**config.mk**
```make
export PLATFORM = sky130hd
export DESIGN_NAME = time_adjust_ctrl
export DESIGN_NICKNAME = d
export VERILOG_FILES = /design/src/rtl/time_adj_pkg.sv /design/src/rtl/key_repeat_timer.sv /design/src/rtl/time_adjust_ctrl.sv
export SDC_FILE = /design/constraint.sdc
export NUM_CORES = 1
export LEC_CHECK = 0
export ABC_AREA = 1
export CAP_MARGIN = 25
export CORE_ASPECT_RATIO = 2
export CORE_MARGIN = 4
export CORE_UTILIZATION = 40
export DETAILED_ROUTE_END_ITERATION = 10
export HOLD_SLACK_MARGIN = 0.15
export SLEW_MARGIN = 40
export SYNTH_ARGS = -nofsm -noshare
export SYNTH_HDL_FRONTEND = slang
export SYNTH_SLANG_ARGS = --single-unit
```
**constraint.sdc**
```tcl
create_clock -name sys_clk -period 2 [get_ports sys_clk]
set_input_delay 0.3 -clock sys_clk [delete_from_list [all_inputs] [get_ports sys_clk]]
set_output_delay 0.3 -clock sys_clk [all_outputs]
set_load 0.01 [all_outputs]
```
**src/rtl/time_adj_pkg.sv**
```systemverilog
// Shared types and default timing constants for the time-adjust key controller.
package time_adj_pkg;

    typedef enum logic [1:0] {
        ST_RUN        = 2'd0,
        ST_ADJ_IDLE   = 2'd1,
        ST_ADJ_DELAY  = 2'd2,
        ST_ADJ_REPEAT = 2'd3
    } adj_state_e;

    localparam int unsigned DEF_REPEAT_DLY = 50_000_000;
    localparam int unsigned DEF_REPEAT_PER = 10_000_000;
    localparam int unsigned DEF_TIMEOUT    = 500_000_000;

    function automatic int unsigned max_u(input int unsigned a, input int unsigned b);
        max_u = (a > b) ? a : b;
    endfunction

endpackage

```
**src/rtl/key_repeat_timer.sv**
```systemverilog
// Hold-to-repeat timer: one tick after REPEAT_DLY held cycles, then one every REPEAT_PER.
module key_repeat_timer
    import time_adj_pkg::*;
#(
    parameter int unsigned REPEAT_DLY = DEF_REPEAT_DLY,
    parameter int unsigned REPEAT_PER = DEF_REPEAT_PER
) (
    input  logic clk_i,
    input  logic rst_i,
    input  logic start_i,
    input  logic hold_i,
    output logic tick_o
);

    localparam int unsigned CW = $clog2(max_u(REPEAT_DLY, REPEAT_PER) + 1);

    logic [CW-1:0] cnt_q;
    logic          rep_q;
    logic [CW-1:0] limit;

    // rep_q selects which interval is being timed: initial delay or repeat period.
    assign limit  = rep_q ? CW'(REPEAT_PER - 1) : CW'(REPEAT_DLY - 1);
    assign tick_o = hold_i && !start_i && (cnt_q >= limit);

    always_ff @(posedge clk_i) begin
        if (rst_i || start_i || !hold_i) begin
            cnt_q <= '0;
            rep_q <= 1'b0;
        end else if (tick_o) begin
            cnt_q <= '0;
            rep_q <= 1'b1;
        end else if (cnt_q != {CW{1'b1}}) begin
            cnt_q <= cnt_q + 1'b1;
        end
    end

endmodule

```
**src/rtl/time_adjust_ctrl.sv**
```systemverilog
// Clock time-adjust controller: field selection, single-step and auto-repeat pulses, idle timeout.
module time_adjust_ctrl
    import time_adj_pkg::*;
#(
    parameter int unsigned NUM_FIELDS = 3,
    parameter int unsigned REPEAT_DLY = DEF_REPEAT_DLY,
    parameter int unsigned REPEAT_PER = DEF_REPEAT_PER,
    parameter int unsigned TIMEOUT    = DEF_TIMEOUT
) (
    input  logic                  sys_clk,
    input  logic                  sys_rst,
    input  logic                  key_adjust_flag,
    input  logic                  key_add_flag,
    input  logic                  key_sub_flag,
    input  logic                  key_add_hold,
    input  logic                  key_sub_hold,
    output logic [NUM_FIELDS-1:0] field_en,
    output logic [NUM_FIELDS-1:0] field_add,
    output logic [NUM_FIELDS-1:0] field_sub,
    output logic                  adjusting
);

    localparam int unsigned    FW        = $clog2(NUM_FIELDS);
    localparam int unsigned    TW        = $clog2(TIMEOUT + 1);
    localparam logic [FW-1:0]  LAST_FIDX = FW'(NUM_FIELDS - 1);

    adj_state_e            state_q;
    logic [FW-1:0]         fidx_q;
    logic                  dir_sub_q;
    logic [NUM_FIELDS-1:0] field_en_q;
    logic [NUM_FIELDS-1:0] field_add_q;
    logic [NUM_FIELDS-1:0] field_sub_q;
    logic [TW-1:0]         to_q;

    logic in_adj;
    logic any_key;
    logic add_only;
    logic sub_only;
    logic hold_match;
    logic to_hit;
    logic tmr_start;
    logic tmr_run;
    logic tmr_tick;

    // Field 0 is the most significant field, so it maps to the top bit.
    function automatic logic [NUM_FIELDS-1:0] sel_mask(input logic [FW-1:0] idx);
        sel_mask = '0;
        sel_mask[LAST_FIDX - idx] = 1'b1;
    endfunction

    assign in_adj     = (state_q != ST_RUN);
    assign any_key    = key_adjust_flag | key_add_flag | key_sub_flag | key_add_hold | key_sub_hold;
    assign add_only   = key_add_flag & ~key_sub_flag;
    assign sub_only   = key_sub_flag & ~key_add_flag;
    assign hold_match = dir_sub_q ? key_sub_hold : key_add_hold;
    assign to_hit     = in_adj && !any_key && (to_q >= TW'(TIMEOUT - 1));
    assign tmr_start  = (state_q == ST_ADJ_IDLE) && !key_adjust_flag && (add_only || sub_only);
    assign tmr_run    = hold_match && ((state_q == ST_ADJ_DELAY) || (state_q == ST_ADJ_REPEAT));

    key_repeat_timer #(
        .REPEAT_DLY (REPEAT_DLY),
        .REPEAT_PER (REPEAT_PER)
    ) u_timer (
        .clk_i   (sys_clk),
        .rst_i   (sys_rst),
        .start_i (tmr_start),
        .hold_i  (tmr_run),
        .tick_o  (tmr_tick)
    );

    // Idle counter: any key activity or leaving adjust mode restarts it.
    always_ff @(posedge sys_clk) begin
        if (sys_rst || !in_adj || any_key) begin
            to_q <= '0;
        end else if (to_q != TW'(TIMEOUT)) begin
            to_q <= to_q + 1'b1;
        end
    end

    always_ff @(posedge sys_clk) begin
        if (sys_rst) begin
            state_q     <= ST_RUN;
            fidx_q      <= '0;
            dir_sub_q   <= 1'b0;
            field_en_q  <= '0;
            field_add_q <= '0;
            field_sub_q <= '0;
        end else begin
            field_add_q <= '0;
            field_sub_q <= '0;
            case (state_q)
                ST_RUN: begin
                    if (key_adjust_flag) begin
                        state_q    <= ST_ADJ_IDLE;
                        fidx_q     <= '0;
                        field_en_q <= sel_mask('0);
                    end
                end
                default: begin
                    if (key_adjust_flag) begin
                        if (fidx_q != LAST_FIDX) begin
                            state_q    <= ST_ADJ_IDLE;
                            fidx_q     <= fidx_q + 1'b1;
                            field_en_q <= sel_mask(fidx_q + 1'b1);
                        end else begin
                            state_q    <= ST_RUN;
                            fidx_q     <= '0;
                            field_en_q <= '0;
                        end
                    end else if (to_hit) begin
                        state_q    <= ST_RUN;
                        fidx_q     <= '0;
                        field_en_q <= '0;
                    end else begin
                        case (state_q)
                            ST_ADJ_IDLE: begin
                                if (add_only || sub_only) begin
                                    dir_sub_q <= sub_only;
                                    state_q   <= ST_ADJ_DELAY;
                                    if (sub_only) field_sub_q <= field_en_q;
                                    else          field_add_q <= field_en_q;
                                end
                            end
                            ST_ADJ_DELAY: begin
                                if (!hold_match)   state_q <= ST_ADJ_IDLE;
                                else if (tmr_tick) state_q <= ST_ADJ_REPEAT;
                            end
                            ST_ADJ_REPEAT: begin
                                if (!hold_match) begin
                                    state_q <= ST_ADJ_IDLE;
                                end else if (tmr_tick) begin
                                    if (dir_sub_q) field_sub_q <= field_en_q;
                                    else           field_add_q <= field_en_q;
                                end
                            end
                            default: ;
                        endcase
                    end
                end
            endcase
        end
    end

    assign field_en  = field_en_q;
    assign field_add = field_add_q;
    assign field_sub = field_sub_q;
    assign adjusting = |field_en_q;

endmodule

```
# ---- Word-level counts from Yosys, hierarchy flattened
# Index checks and enable logic that the tools add are counted.
dict set report classes {
  mul 0
  add_sub_neg 4
  order_cmp 4
  reduce_logical 29
  bitwise_logic 11
  n_mux 36
  shift 0
  n_div 0
  eq_ne 10
}
# operator n
set op_table {}
lappend op_table {{3-bit two-way mux} 15}
lappend op_table {{29-bit by 1-bit adder with 29-bit output (second input constant)} 1}
lappend op_table {{29-bit greater-or-equal comparator (second input constant)} 1}
lappend op_table {{29-bit != test (second input constant)} 1}
lappend op_table {{26-bit by 1-bit adder with 26-bit output (second input constant)} 1}
lappend op_table {{26-bit greater-or-equal comparator} 1}
lappend op_table {{2-bit two-way mux} 13}
lappend op_table {{26-bit two-way mux} 1}
lappend op_table {{26-bit != test (second input constant)} 1}
lappend op_table {{3-bit one-hot mux with 2 select lines} 2}
lappend op_table {{5-bit AND reduction} 2}
lappend op_table {{1-bit logical AND} 8}
lappend op_table {{1-bit logical OR} 6}
lappend op_table {{2-bit one-hot mux with 3 select lines} 1}
lappend op_table {{1-bit logical NOT} 5}
lappend op_table {{5-bit != test (second input constant)} 1}
lappend op_table {{1-bit inverter} 5}
lappend op_table {{5-bit nonzero test} 1}
lappend op_table {{2-bit == test (second input constant)} 2}
lappend op_table {{2-bit != test (second input constant)} 2}
lappend op_table {{4-bit by 3-bit != test with 1-bit output (second input constant)} 1}
lappend op_table {{4-bit != test (second input constant)} 1}
lappend op_table {{1-bit bitwise OR} 4}
lappend op_table {{2-bit nonzero test} 2}
lappend op_table {{other kinds (13)} 16}
dict set report totals {
  out_inout_bits 10
  wordCells 103
  latchBits 0
  rom_bits 0
  register_bits 70
  mem_bits_rw 0
  memories 0
}

# ---- Depth between registers and ports, before layout
dict set report depth {
  ltp_word 13
  mapped_depth 14
  depth_no_buf 14
}

# ---- Modules after synthesis
# Synthesis repeated with hierarchy kept, for this count alone.
dict set report hier_totals {
  cells_unflattened 637
  hier_area_um2 4221.5
}
# mod n_inst area_each_um2 seq_area_each_um2 cells_each
set modules_own_cells {}
lappend modules_own_cells {time_adjust_ctrl 1 2318.5 820.8 335}
lappend modules_own_cells {key_repeat_timer 1 1903.1 540.5 302}

# ---- Worst setup path before layout
# OpenSTA, ideal clock, no wires.
dict set report synth_path {
  kind {reg2reg}
  startpoint {reg u_timer.rep_q}
  endpoint {reg u_timer.cnt_q[11]}
  path_slack_ps 263
  stages_incl_launch_ff 13
  arrival_time_ps 1620
  setup_time_ps 117
  cell_sequence {dfxtp_1 > inv_1 > ha_1 > nand2_1 > nor2_1 > nand2_1 > nand2_1 > nand2_1 > nand3_1 > nand2_2 > nand2_2 > buf_2 > nor2_1}
}
dict set report synth_between {
  elab_chain_cells 4
}
# element line_no
set synth_rtl {}
lappend synth_rtl {{from (decl)} key_repeat_timer.sv:18} ;# logic rep_q;
lappend synth_rtl {{from (signal assigned)} key_repeat_timer.sv:28} ;# rep_q <= 1'b0;
lappend synth_rtl {{from (signal assigned)} key_repeat_timer.sv:31} ;# rep_q <= 1'b1;
lappend synth_rtl {{26-bit two-way mux} key_repeat_timer.sv:22} ;# assign limit = rep_q ? CW'(REPEAT_PER - 1) : CW'(REPEAT_DLY - 1);
lappend synth_rtl {{26-bit greater-or-equal comparator} key_repeat_timer.sv:23} ;# assign tick_o = hold_i && !start_i && (cnt_q >= limit);
lappend synth_rtl {{1-bit logical AND} key_repeat_timer.sv:23}
lappend synth_rtl {{2-bit OR reduction (no line)} -}
lappend synth_rtl {{to (signal assigned)} key_repeat_timer.sv:33} ;# cnt_q <= cnt_q + 1'b1;
lappend synth_rtl {{to (decl)} key_repeat_timer.sv:17} ;# logic [CW-1:0] cnt_q;
# No other way between the ends.
# A chain may end at the register's enable or synchronous reset.

# ---- Worst setup path in the final report
dict set report layout_path {
  startpoint {reg u_timer.rep_q}
  endpoint {reg u_timer.cnt_q[8]}
}
# The elaborated chain is that of the path after synthesis.

==> summary.md <==
| Metric | Value |
|---|---|
| Detailed Route Iter0 Violations | `220` |
| Dominant cell type by count on the critical path | `sky130_fd_sc_hd__buf_12` |
| Number of global-route vias before repair | `4198` |
| Layout cells sized above 1 | `0.146` |
| HPWL Detailed | `9010 um` |
| Initial core utilization | `0.415` |
| Die area | `0.0120 mm2` |
| Setup Slack @ Placement | `-0.176 ns` |
| Number of levels in the clock H-tree | `3` |
| Number of buffers created by CTS | `9` |
| Port bufs | `16` |
| Die W | `79.4 um` |
| Global-route wire length before repair | `18700 um` |
| Residual overflow from global routing | `0` |
| Post-CTS clock slew at the launch and capture registers of the worst setup and hold paths | `0.06 ns` |
| Max-capacitance violation count | `0` |
| Std-Cell Core Area | `0.00983 mm2` |
| Max FO, Critical Path | `25` |
| Cell count after synthesis | `609` |
| RD Place Congestion | `0.946` |
| Initial antenna violation count | `0` |
| Final total power | `0.00309 W` |
| Total number of placement rows | `51` |
| Total standard cell area after synthesis | `0.00408 mm2` |
| Routed Antenna Nets | `0` |
| Worst clock skew on the final layout | `0.00681 ns` |
| Yosys synthesis warning count | `0` |
| Share of flip-flops with an asynchronous set or reset after synthesis | `0` |
| Worst-case clock buffer depth | `2` |
| IR drop worst, VDD | `0.449 mV` |
| Worst stage delay on the critical path | `0.35 ns` |
| DR vias | `4147` |
| Arrival time reported for the critical path endpoint | `2.15 ns` |
| First-pass iteration count of the detailed router | `5` |
| Bufs and invs on worst path | `2` |
| Req. time, crit path | `2.26 ns` |
| Final worst-path setup slack | `0.115 ns` |
| Synth Register Bits | `68` |
| Mean Syn Cell Area | `6.70 um2` |
| Placed Instances | `772` |
| Type of the worst min-delay path | `reg -> reg` |
| Total of hold buffers inserted after clock tree synthesis | `0` |
| Total power divided by cell area | `612 mW/mm2` |
| Worst setup path category | `reg -> reg` |
| CTS tree | `done` |
| Fin Setup TNS | `0 ns` |
| CP Launch Type | `register` |
| Overall routed net length | `11700 um` |
| Layout Cells excl Fill | `789` |
| Final period demand of the worst path | `1.89 ns` |
| DRC violations left | `0` |
| Most common cell after layout, fill and taps aside | `sky130_fd_sc_hd__nand2_1` |
| Chip height | `151 um` |
| Number of clock sinks seen by CTS | `68` |
| Clock tree root driver cell | `sky130_fd_sc_hd__clkbuf_16` |
| Number of nets in the final layout | `676` |
| # diodes | `0` |
| Maximum number of pins on one net before global-route repair | `26` |
| I/O pin count | `17` |
| Number of slew-limit violations in the final report | `0` |
| Unrepaired setup endpoints after global routing | `yes` |
| Layout Utilization | `0.514` |
| CP cell instances | `buf_12 -> ha_4 -> a21oi_1 -> nand2_1 -> a21oi_2 -> nand3_4 -> nand2_4 -> nand2_2 -> buf_12 -> a31oi_1` |
| Slowest library cell on the worst path | `sky130_fd_sc_hd__dfxtp_4` |
| Total Routing Usage GR | `0.205` |
| Register area share after synthesis | `0.334` |
| Final number of setup-violating endpoints | `0` |
| Unique cell type count in the Yosys netlist | `40` |
| Nets in the synthesized netlist | `632` |
| Clock insertion delay at the later pin of the skew report | `0.33 ns` |
| Via density per instance | `5.26` |
| Crit-path leading delay family | `compound AO/OA/AOI/OAI gates` |
| Headroom to the max-slew limit | `0.658` |
| R2R Setup Slk | `0.11 ns` |
| LEAKAGE | `1.89 nW` |
| Commonest cells after routing, fill and taps aside | `118 x sky130_fd_sc_hd__nand2_1, 91 x sky130_fd_sc_hd__nor2_1, 80 x sky130_fd_sc_hd__inv_1, 64 x sky130_fd_sc_hd__dfxtp_1, 34 x sky130_fd_sc_hd__a21oi_1` |
| Wire per inst | `14.8 um` |
| Slew at the pin with the worst max-slew slack | `0.512 ns` |
| Highest achievable clock rate | `530 MHz` |
| Kind of end point of the critical path | `register` |
| Final cycle utilization of the critical path | `0.943` |
| Count of flip-flops with a built-in enable after synthesis | `0` |
| Post-synth top flop | `sky130_fd_sc_hd__dfxtp_1` |
| Layout overhead on the synthesized area | `23.9%` |
| Final Hold Viols | `0` |
| Outcome | `finished, final reports clean` |
[metal layers]
layer	up-vias	share of wire	global-route usage
met5	-	0	0
met3	55	0.026	0.0357
li1	2083	-	-
met2	96	0.57	0.408
met4	0	0.067	0.153
met1	1913	0.34	0.171
[power by group]
group | switching [W] | internal, W | leakage [nW]
logic | 0.000133 | 0.000103 | 1.21
registers | 0.0000178 | 0.00137 | 0.551
clock network | 0.000573 | 0.000896 | 0.135
total | 0.000724 | 0.00237 | 1.89
[registers in the layout (all words and copies together) (netlist names)]
signal         cells
field_sub          3
state_q            2
dir_sub_q          1
to_q              29
u_timer.cnt_q     26
u_timer.rep_q      1
field_add          3
fidx_q             2
field_en           1
[cells in the mapped netlist (4+ instances only)]
cell type	n	share of area
sky130_fd_sc_hd__nand4_1	18	0.028
sky130_fd_sc_hd__inv_1	81	0.075
sky130_fd_sc_hd__nand2_1	126	0.12
sky130_fd_sc_hd__nor4_1	6	0.0092
sky130_fd_sc_hd__buf_2	5	0.0061
sky130_fd_sc_hd__nor2_1	95	0.087
sky130_fd_sc_hd__xor2_1	14	0.030
sky130_fd_sc_hd__nand2_2	5	0.0077
sky130_fd_sc_hd__dfxtp_1	68	0.33
sky130_fd_sc_hd__a31oi_1	11	0.017
sky130_fd_sc_hd__xnor2_1	4	0.0086
sky130_fd_sc_hd__ha_1	16	0.049
sky130_fd_sc_hd__nand3_1	36	0.044
sky130_fd_sc_hd__o21a_1	4	0.0074
sky130_fd_sc_hd__o21ai_0	17	0.021
sky130_fd_sc_hd__nor3_1	27	0.033
sky130_fd_sc_hd__a21oi_1	36	0.044
sky130_fd_sc_hd__inv_2	5	0.0046
[path summary, 6_finish.rpt]
path / cells past startpoint / end / startpoint
max: 10 / u_timer.cnt_q[8] / u_timer.rep_q
max reg2reg: 10 / u_timer.cnt_q[8] / u_timer.rep_q
min reg2reg: 2 / u_timer.cnt_q[0] / u_timer.cnt_q[0]
min: 2 / u_timer.cnt_q[0] / u_timer.cnt_q[0]
[worst min-delay path: cells and delay by family, from the launching register on]
kind / cells / cell delay (ns)
AO/OA/AOI/OAI: 1 / 0.05
flip-flops: 1 / 0.35
AND/OR/NAND/NOR: 1 / 0.07
[final cells by class]
cell class,count,area [um2]
Fill cell,1043,4770
Multi-Input combinational cell,449,2570
Sequential cell,68,1370
Timing Repair Buffer,39,358
Inverter,86,323
Clock buffer,13,260
Tap cell,132,165
Clock inverter,2,10.0
[cell families after synthesis]
kind of cell,synth area share
XOR/XNOR,0.0387
adder cells (fa/ha/maj),0.0491
AND/OR/NAND/NOR,0.379
flip-flops,0.334
AO/OA/AOI/OAI,0.110
buffers and inverters,0.0890
[metrics by stage]
stage                     instance area (um2)  hold WS [ns]
after global routing                     5050         0.541
after global placement                   4550         0.465
after floorplan                          4080         0.369
after detailed placement                 4550         0.478
after CTS                                4840         0.485
final                                    5050         0.504
[what timing repair did]
| item | in CTS | in global routing |
|---|---|---|
| resized for setup | 3 | 40 |
| setup endpoints to repair | 17 | 41 |
| pin swaps | 0 | 15 |
| cloned | 0 | 1 |
| setup buffers | 0 | 1 |
No activity file was read; power rests on OpenSTA's default activity.
